### src/rtl/branch_predict_unit.sv
// Direct-mapped BTB with per-entry saturating direction counters, EX-stage
// resolution, registered redirect on mispredict, and branch/mispredict stats.
module branch_predict_unit #(
    parameter int unsigned ENTRIES  = 16,
    parameter int unsigned CTR_BITS = 2,
    parameter int unsigned CNT_W    = 16
) (
    input  logic             clk,
    input  logic             reset,
    input  logic [31:0]      pc_if,
    output logic             pred_taken,
    output logic [31:0]      pred_target,
    input  logic             ex_valid,
    input  logic [31:0]      ex_pc,
    input  logic             ex_is_branch,
    input  logic             ex_taken,
    input  logic [31:0]      ex_target,
    input  logic             ex_pred_taken,
    input  logic [31:0]      ex_pred_target,
    output logic             redirect,
    output logic [31:0]      redirect_pc,
    output logic [CNT_W-1:0] branch_cnt,
    output logic [CNT_W-1:0] mispred_cnt
);

    localparam int unsigned IDX   = (ENTRIES > 1) ? $clog2(ENTRIES) : 1;
    localparam int unsigned TAG_W = 30 - IDX;

    localparam logic [CTR_BITS-1:0] CTR_MAX  = {CTR_BITS{1'b1}};
    localparam logic [CTR_BITS-1:0] CTR_WEAK = CTR_BITS'(1 << (CTR_BITS - 1));
    localparam logic [CNT_W-1:0]    CNT_MAX  = {CNT_W{1'b1}};

    // Table storage
    logic                valid_q  [ENTRIES];
    logic [TAG_W-1:0]    tag_q    [ENTRIES];
    logic [31:0]         target_q [ENTRIES];
    logic [CTR_BITS-1:0] ctr_q    [ENTRIES];

    // Fetch-side lookup
    logic [IDX-1:0]   f_idx;
    logic [TAG_W-1:0] f_tag;
    logic             f_hit;

    // EX-side lookup and entry update
    logic [IDX-1:0]      ex_idx;
    logic [TAG_W-1:0]    ex_tag;
    logic                ex_hit;
    logic                mispredict;
    logic                ent_we;
    logic                ent_valid_d;
    logic [TAG_W-1:0]    ent_tag_d;
    logic [31:0]         ent_target_d;
    logic [CTR_BITS-1:0] ent_ctr_d;

    // Redirect and statistics
    logic             redirect_d,    redirect_q;
    logic [31:0]      redirect_pc_d, redirect_pc_q;
    logic [CNT_W-1:0] branch_cnt_d,  branch_cnt_q;
    logic [CNT_W-1:0] mispred_cnt_d, mispred_cnt_q;

    // Word-alignment bits never take part in indexing or tagging.
    logic unused_pc_bits;
    assign unused_pc_bits = ^{pc_if[1:0], ex_pc[1:0]};

    always_comb begin
        f_idx       = pc_if[IDX+1:2];
        f_tag       = pc_if[31:IDX+2];
        f_hit       = valid_q[f_idx] && (tag_q[f_idx] == f_tag);
        pred_taken  = f_hit && ctr_q[f_idx][CTR_BITS-1];
        pred_target = pred_taken ? target_q[f_idx] : pc_if + 32'd4;
    end

    always_comb begin
        ex_idx = ex_pc[IDX+1:2];
        ex_tag = ex_pc[31:IDX+2];
        ex_hit = valid_q[ex_idx] && (tag_q[ex_idx] == ex_tag);
    end

    always_comb begin
        mispredict = 1'b0;
        if (ex_valid) begin
            if (ex_is_branch) begin
                mispredict = (ex_taken != ex_pred_taken) ||
                             (ex_taken && (ex_target != ex_pred_target));
            end else begin
                mispredict = ex_pred_taken;
            end
        end
    end

    always_comb begin
        ent_we       = 1'b0;
        ent_valid_d  = valid_q[ex_idx];
        ent_tag_d    = tag_q[ex_idx];
        ent_target_d = target_q[ex_idx];
        ent_ctr_d    = ctr_q[ex_idx];
        if (ex_valid && ex_is_branch) begin
            if (ex_hit) begin
                ent_we = 1'b1;
                if (ex_taken) begin
                    ent_target_d = ex_target;
                    if (ctr_q[ex_idx] != CTR_MAX) begin
                        ent_ctr_d = ctr_q[ex_idx] + 1'b1;
                    end
                end else if (ctr_q[ex_idx] != '0) begin
                    ent_ctr_d = ctr_q[ex_idx] - 1'b1;
                end
            end else if (ex_taken) begin
                ent_we       = 1'b1;
                ent_valid_d  = 1'b1;
                ent_tag_d    = ex_tag;
                ent_target_d = ex_target;
                ent_ctr_d    = CTR_WEAK;
            end
        end else if (ex_valid && ex_pred_taken && ex_hit) begin
            // A non-branch predicted taken means the entry aliases; drop it.
            ent_we      = 1'b1;
            ent_valid_d = 1'b0;
        end
    end

    // Writes land on the clock edge, so same-cycle fetch sees old contents.
    always_ff @(posedge clk or posedge reset) begin
        if (reset) begin
            for (int unsigned i = 0; i < ENTRIES; i++) begin
                valid_q[i]  <= 1'b0;
                tag_q[i]    <= '0;
                target_q[i] <= '0;
                ctr_q[i]    <= '0;
            end
        end else if (ent_we) begin
            valid_q[ex_idx]  <= ent_valid_d;
            tag_q[ex_idx]    <= ent_tag_d;
            target_q[ex_idx] <= ent_target_d;
            ctr_q[ex_idx]    <= ent_ctr_d;
        end
    end

    always_comb begin
        redirect_d    = mispredict;
        redirect_pc_d = redirect_pc_q;
        if (mispredict) begin
            redirect_pc_d = (ex_is_branch && ex_taken) ? ex_target : ex_pc + 32'd4;
        end

        branch_cnt_d = branch_cnt_q;
        if (ex_valid && ex_is_branch && (branch_cnt_q != CNT_MAX)) begin
            branch_cnt_d = branch_cnt_q + 1'b1;
        end

        mispred_cnt_d = mispred_cnt_q;
        if (mispredict && (mispred_cnt_q != CNT_MAX)) begin
            mispred_cnt_d = mispred_cnt_q + 1'b1;
        end
    end

    always_ff @(posedge clk or posedge reset) begin
        if (reset) begin
            redirect_q    <= 1'b0;
            redirect_pc_q <= '0;
            branch_cnt_q  <= '0;
            mispred_cnt_q <= '0;
        end else begin
            redirect_q    <= redirect_d;
            redirect_pc_q <= redirect_pc_d;
            branch_cnt_q  <= branch_cnt_d;
            mispred_cnt_q <= mispred_cnt_d;
        end
    end

    assign redirect    = redirect_q;
    assign redirect_pc = redirect_pc_q;
    assign branch_cnt  = branch_cnt_q;
    assign mispred_cnt = mispred_cnt_q;

endmodule

### config.mk
export PLATFORM = sky130hd
export DESIGN_NAME = branch_predict_unit
export DESIGN_NICKNAME = d
export VERILOG_FILES = /design/src/rtl/branch_predict_unit.sv
export SDC_FILE = /design/constraint.sdc
export NUM_CORES = 2
export LEC_CHECK = 0
export BUFFER_PORTS_ARGS = -buffer_cell sky130_fd_sc_hd__buf_2
export CAP_MARGIN = 20
export CORE_MARGIN = 3
export CORE_UTILIZATION = 35
export DETAILED_ROUTE_END_ITERATION = 10
export GPL_ROUTABILITY_DRIVEN = 0
export MAX_ROUTING_LAYER = met4
export PLACE_DENSITY_LB_ADDON = 0.05
export SYNTH_ARGS = -nofsm -noshare
export SYNTH_HDL_FRONTEND = slang
export SYNTH_SLANG_ARGS = --single-unit
### constraint.sdc
create_clock -name clk -period 31.6 [get_ports clk]
set_clock_uncertainty 0.15 [all_clocks]
set_input_delay 3.16 -clock clk [delete_from_list [all_inputs] [get_ports clk]]
set_output_delay 3.16 -clock clk [all_outputs]
set_load 0.02 [all_outputs]
# Yosys cells after proc, flatten, opt, wreduce, memory -nomap -nowiden
# Index checks and enable logic that the tools add are counted.
# totals
output_inout_bits,98
ff_bits,1041
wordCells,158
input_bits,134
# classes
eq_ne,7
magnitude_cmp,3
n_reduce_logical,13
addsub,6
bitwise_logic,2
mux,59
# op_table
op,n
$bwmux W512,1
$bwmux W416,1
$mux W32,9
$bmux W32 S4,2
$bmux W26 S4,2
$mux W26,8
$demux W32 S4,1
$demux W26 S4,1
$add A32 B3 Y32 const B,2
$eq A26 B26 Y1,2
$add A16 B1 Y16 const B,2
$bwmux W32,1
$ne A16 B16 Y1 const B,2
$ne A32 B32 Y1,1
$mux W2,11
$bmux W2 S4,2
$bwmux W16,1
$mux W1,15
$logic_and A1 B1 Y1,11
$ge A5 B5 Y1 const B,2
$not A4 Y5,2
$bmux W1 S4,2
$demux W2 S4,1
$lt A5 B1 Y1 const B,1
other kinds (7),7

# Logic depth before layout (Yosys ltp)
# depth
depth_word,10
mapped_depth,17

# Least setup slack after synthesis
# OpenSTA, ideal clock, no wires.
# synth_path
path_type,input-to-output
startpoint,input pc_if[2]
endpoint,output pred_target[10]
setup_slack_ns,21.512
t_arrival_ns,6.778
required_ns,28.290
stages,12
n_path_buf,5
path_cell_list,buf_2 > buf_2 > buf_1 > mux4_2 > mux4_2 > xnor2_1 > nand4_1 > nor4b_1 > nand4_1 > clkbuf_1 > buf_2 > a21oi_1
# synth_via
elab_chain_len,8
elab_cells_between_ends,18
classes_between,add/sub: 1; eq/ne: 1; mux: 13; bitwise: 1; reduce/logical: 2
# synth_lines
element,line,rtl
start: declaration,10,"input logic [31:0] pc_if,"
$not A4 Y5 (implied by the code),"68, 69, 70",
$bmux W26 S4,68,f_hit = valid_q[f_idx] && (tag_q[f_idx] == f_tag);
$mux W26 (implied by the code) (2 in series),68,
$eq A26 B26 Y1,68,
$logic_and A1 B1 Y1,68,
$logic_and A1 B1 Y1,69,pred_taken = f_hit && ctr_q[f_idx][CTR_BITS-1];
$mux W32 *,70,pred_target = pred_taken ? target_q[f_idx] : pc_if + 32'd4;
end: declaration,12,"output logic [31:0] pred_target,"
# Mark *: on every way between the ends. The rest lies on a longest branch, timed or not. The select of a mux whose other input is x is not followed.

# Worst setup path in the final report
# layout_path
startpoint,input pc_if[2]
endpoint,output pred_target[0]
# layout_via
elab_chain_len,8
elab_cells_between_ends,17
classes_between,eq/ne: 1; mux: 13; bitwise: 1; reduce/logical: 2
# layout_lines
element,line
$not A4 Y5 (implied by the code) *,"68, 69, 70"
$bmux W26 S4,68
$mux W26 (implied by the code) (2 in series),68
$eq A26 B26 Y1,68
$logic_and A1 B1 Y1,68
$logic_and A1 B1 Y1,69
$mux W32 *,70
# Marked as above.

==> metrics.txt <==
run status completed; worst-path fanout max 92; endpoints failing setup 0; # nets final 4233; post-synthesis sequential area ratio 43.90%; Most used DFF post-synth dfrtp_1; initial antenna violation count 14; setup_tns 0 ns; Synth Cell Area 0.05933 mm2; met1 wire length 96160 um; Tot GR Track Use 26.22%; max frequency 88.74 MHz; Unique masters post-synth 80; first-pass GRT wire length 317200 um; Synth Area in Compound Gates 2.800%; top sig layer met4; Initial Utilization 35.36%; Final ANT Viol Nets 0; Placed Area 0.06222 mm2; Syn Nets 4124; share of cells above drive strength 1 50.57%; grt total ovfl 0; core area 0.1678 mm2; time the worst path needs with I/O delays and setup 11.27 ns; post-synthesis cell count 3983; Clock Pin Slew Worst Setup and Hold Paths 0.05 ns; # IOs 232; Peak VDD IR 0.05581 mV; drt initial violations 2651; Power Density 52.73 mW/mm2; Skew-Pair Late Insertion Delay 0.77 ns; post-synthesis adder-cell area fraction 0.1476%; Placed Cells 6159; Crit path arrival time 7.96 ns; Layout Utilization 39.62%; Post-synth EDFFs 0; Die Y 417.7 um; Final Hold Vio Count 0; syn_area_per_cell 14.90 um2; largest family of logic cells by synthesized area multiplexers; max-slew violations 0; Post-CTS Repair Setup Buffers 0; Root Buffer clkbuf_16; cts hold-fix bufs 0; final instance area 0.06648 mm2; Synth Warn # 0; Setup CP Type primary input to output pin; DRC 0; final WL 222400 um; required time of the critical path 28.29 ns; pre-CTS setup slack 20.21 ns; routed length on met2 111000 um; Port-buffer cells 231; TritonCTS clock tree built; slew margin rel. 24.63%; Die Wd 417.7 um; Final WS setup 20.33 ns; worst slew pin tran 1.127 ns; Vias 37410; CTS Buffer Depth 3; Synth Area in XOR/XNOR 2.421%; routed length per instance 34.79 um; H-Tree Depth 4; PostCTS Resize Cnt 0; static leakage 29.31 nW; area grow syn2layout 12.04%; asr flop ratio synth 100.0%; HP Class flop to flop; Setup crit end kind output pin; commonest non-fill, non-tap cell in the layout dfrtp_1; die area 0.1745 mm2; Inserted Clock Buffers 134; WL met3 7001 um; CTS Sinks 1041; most frequent cells in the layout dfrtp_1 (1041), mux2_2 (891), mux4_2 (536); vias in the first global route 39160; multiplexer area fraction after synthesis 43.59%; largest net degree at the start of global routing 151; Final period util 35.66%; Worst Hold Margin 0.3384 ns; FF+latch count, synth 1041; vias per cell 5.853; site row count 150; Post-Layout Cell Count 6391; simple-gate share of the synthesized area 3.522%; Pwr Total 3.506 mW; Final HPWL DP 141600 um; unrepaired setup endpoints after global routing false; CP startpoint kind primary input; maxcap violations 0; drt pass-1 iters 5
==> flip-flops by register name, summed over array words and instances, names as in the netlist <==
register,count
ctr_q,32
branch_cnt,16
tag_q,416
valid_q,16
target_q,512
redirect,1
redirect_pc,32
mispred_cnt,16
==> worst max-delay path: stages <==
cell	delay, ns
buf_8	0.36
buf_12	0.56
buf_4	0.83
mux4_2	0.59
mux4_2	0.48
xnor2_1	0.19
and4b_1	0.22
nand4_1	0.10
buf_4	0.55
mux2_2	0.40
buf_2	0.16
==> report_power, final <==
| part | leakage [nW] | internal (mW) | total [mW] | switching [mW] |
|---|---|---|---|---|
| Clock | 2.07 | 0.891 | 1.50 | 0.613 |
| Sequential | 14.2 | 1.42 | 1.49 | 0.0692 |
| Combinational | 13.0 | 0.222 | 0.512 | 0.290 |
| Total | 29.3 | 2.53 | 3.51 | 0.973 |
==> synth_stat cells (all sizes together), types with 3 or more instances <==
| cell | instances | area [um2] |
|---|---|---|
| a2111oi | 5 | 50.04 |
| mux2i | 120 | 1325 |
| clkbuf | 138 | 525.5 |
| a21oi | 55 | 275.3 |
| mux2 | 1050 | 12260 |
| o221ai | 3 | 26.28 |
| ha | 7 | 87.58 |
| a22o | 5 | 43.79 |
| o22ai | 24 | 317.8 |
| o2111ai | 4 | 35.03 |
| o211ai | 10 | 75.07 |
| nor4 | 16 | 100.1 |
| nand2b | 6 | 37.54 |
| nand3b | 5 | 37.54 |
| nor2 | 97 | 366.6 |
| xor2 | 70 | 613.1 |
| nor2b | 17 | 106.4 |
| or4 | 3 | 22.52 |
| xnor2 | 94 | 823.3 |
| a31oi | 6 | 37.54 |
| nand4 | 28 | 175.2 |
| buf | 224 | 1455 |
| a211oi | 8 | 60.06 |
| inv | 42 | 157.7 |
| a22oi | 23 | 172.7 |
| a21o | 4 | 30.03 |
| and2 | 11 | 68.82 |
| nand2 | 109 | 409.1 |
| a221oi | 7 | 61.31 |
| or3 | 6 | 37.54 |
| mux4 | 544 | 12280 |
| nor3 | 17 | 85.08 |
| nor3b | 7 | 52.55 |
| and3 | 14 | 87.58 |
| and4 | 10 | 87.58 |
| o21ai | 56 | 280.3 |
| dfrtp | 1041 | 26050 |
| or2 | 6 | 37.54 |
| nand3 | 59 | 295.3 |
==> layer usage <==
| metal | vias to the layer above | global-route usage (%) |
|---|---|---|
| li1 | 15530 | - |
| met4 | 0 | 8.962 |
| met5 | - | - |
| met3 | 313 | 3.211 |
| met1 | 20750 | 33.70 |
| met2 | 812 | 43.08 |
==> cells by family after synthesis <==
logic type,count (synthesis)
mux,1714
flops,1041
simple gates,420
buf+inv,406
compound gates,231
xor+xnor,164
fa+ha+maj,7
==> path summary, 6_finish.rpt <==
| check | depth (start not counted) | startpoint | to | slack, ns |
|---|---|---|---|---|
| worst min-delay path | 1 | branch_cnt[12] | branch_cnt[12] | 0.34 |
| min in group asynchronous | 2 | reset | target_q[293] | 2.41 |
| worst max register to register | 12 | tag_q[75] | target_q[119] | 25.74 |
| worst min register to register | 1 | branch_cnt[12] | branch_cnt[12] | 0.34 |
| max in group asynchronous | 7 | reset | tag_q[406] | 24.43 |
| worst max-delay path | 11 | pc_if[2] | pred_target[0] | 20.33 |
==> area by class of cell <==
class                      instances  area [um2]
clock buffer                     203        4000
inverter                          44       171.4
fill                           15830      101300
sequential                      1041       26050
multi-input combinational       2536       31230
tap                             2204        2758
clock inverter                    23       216.5
antenna                            5       12.51
timing repair buffer             335        2043
(Power assumes the default switching activity.)
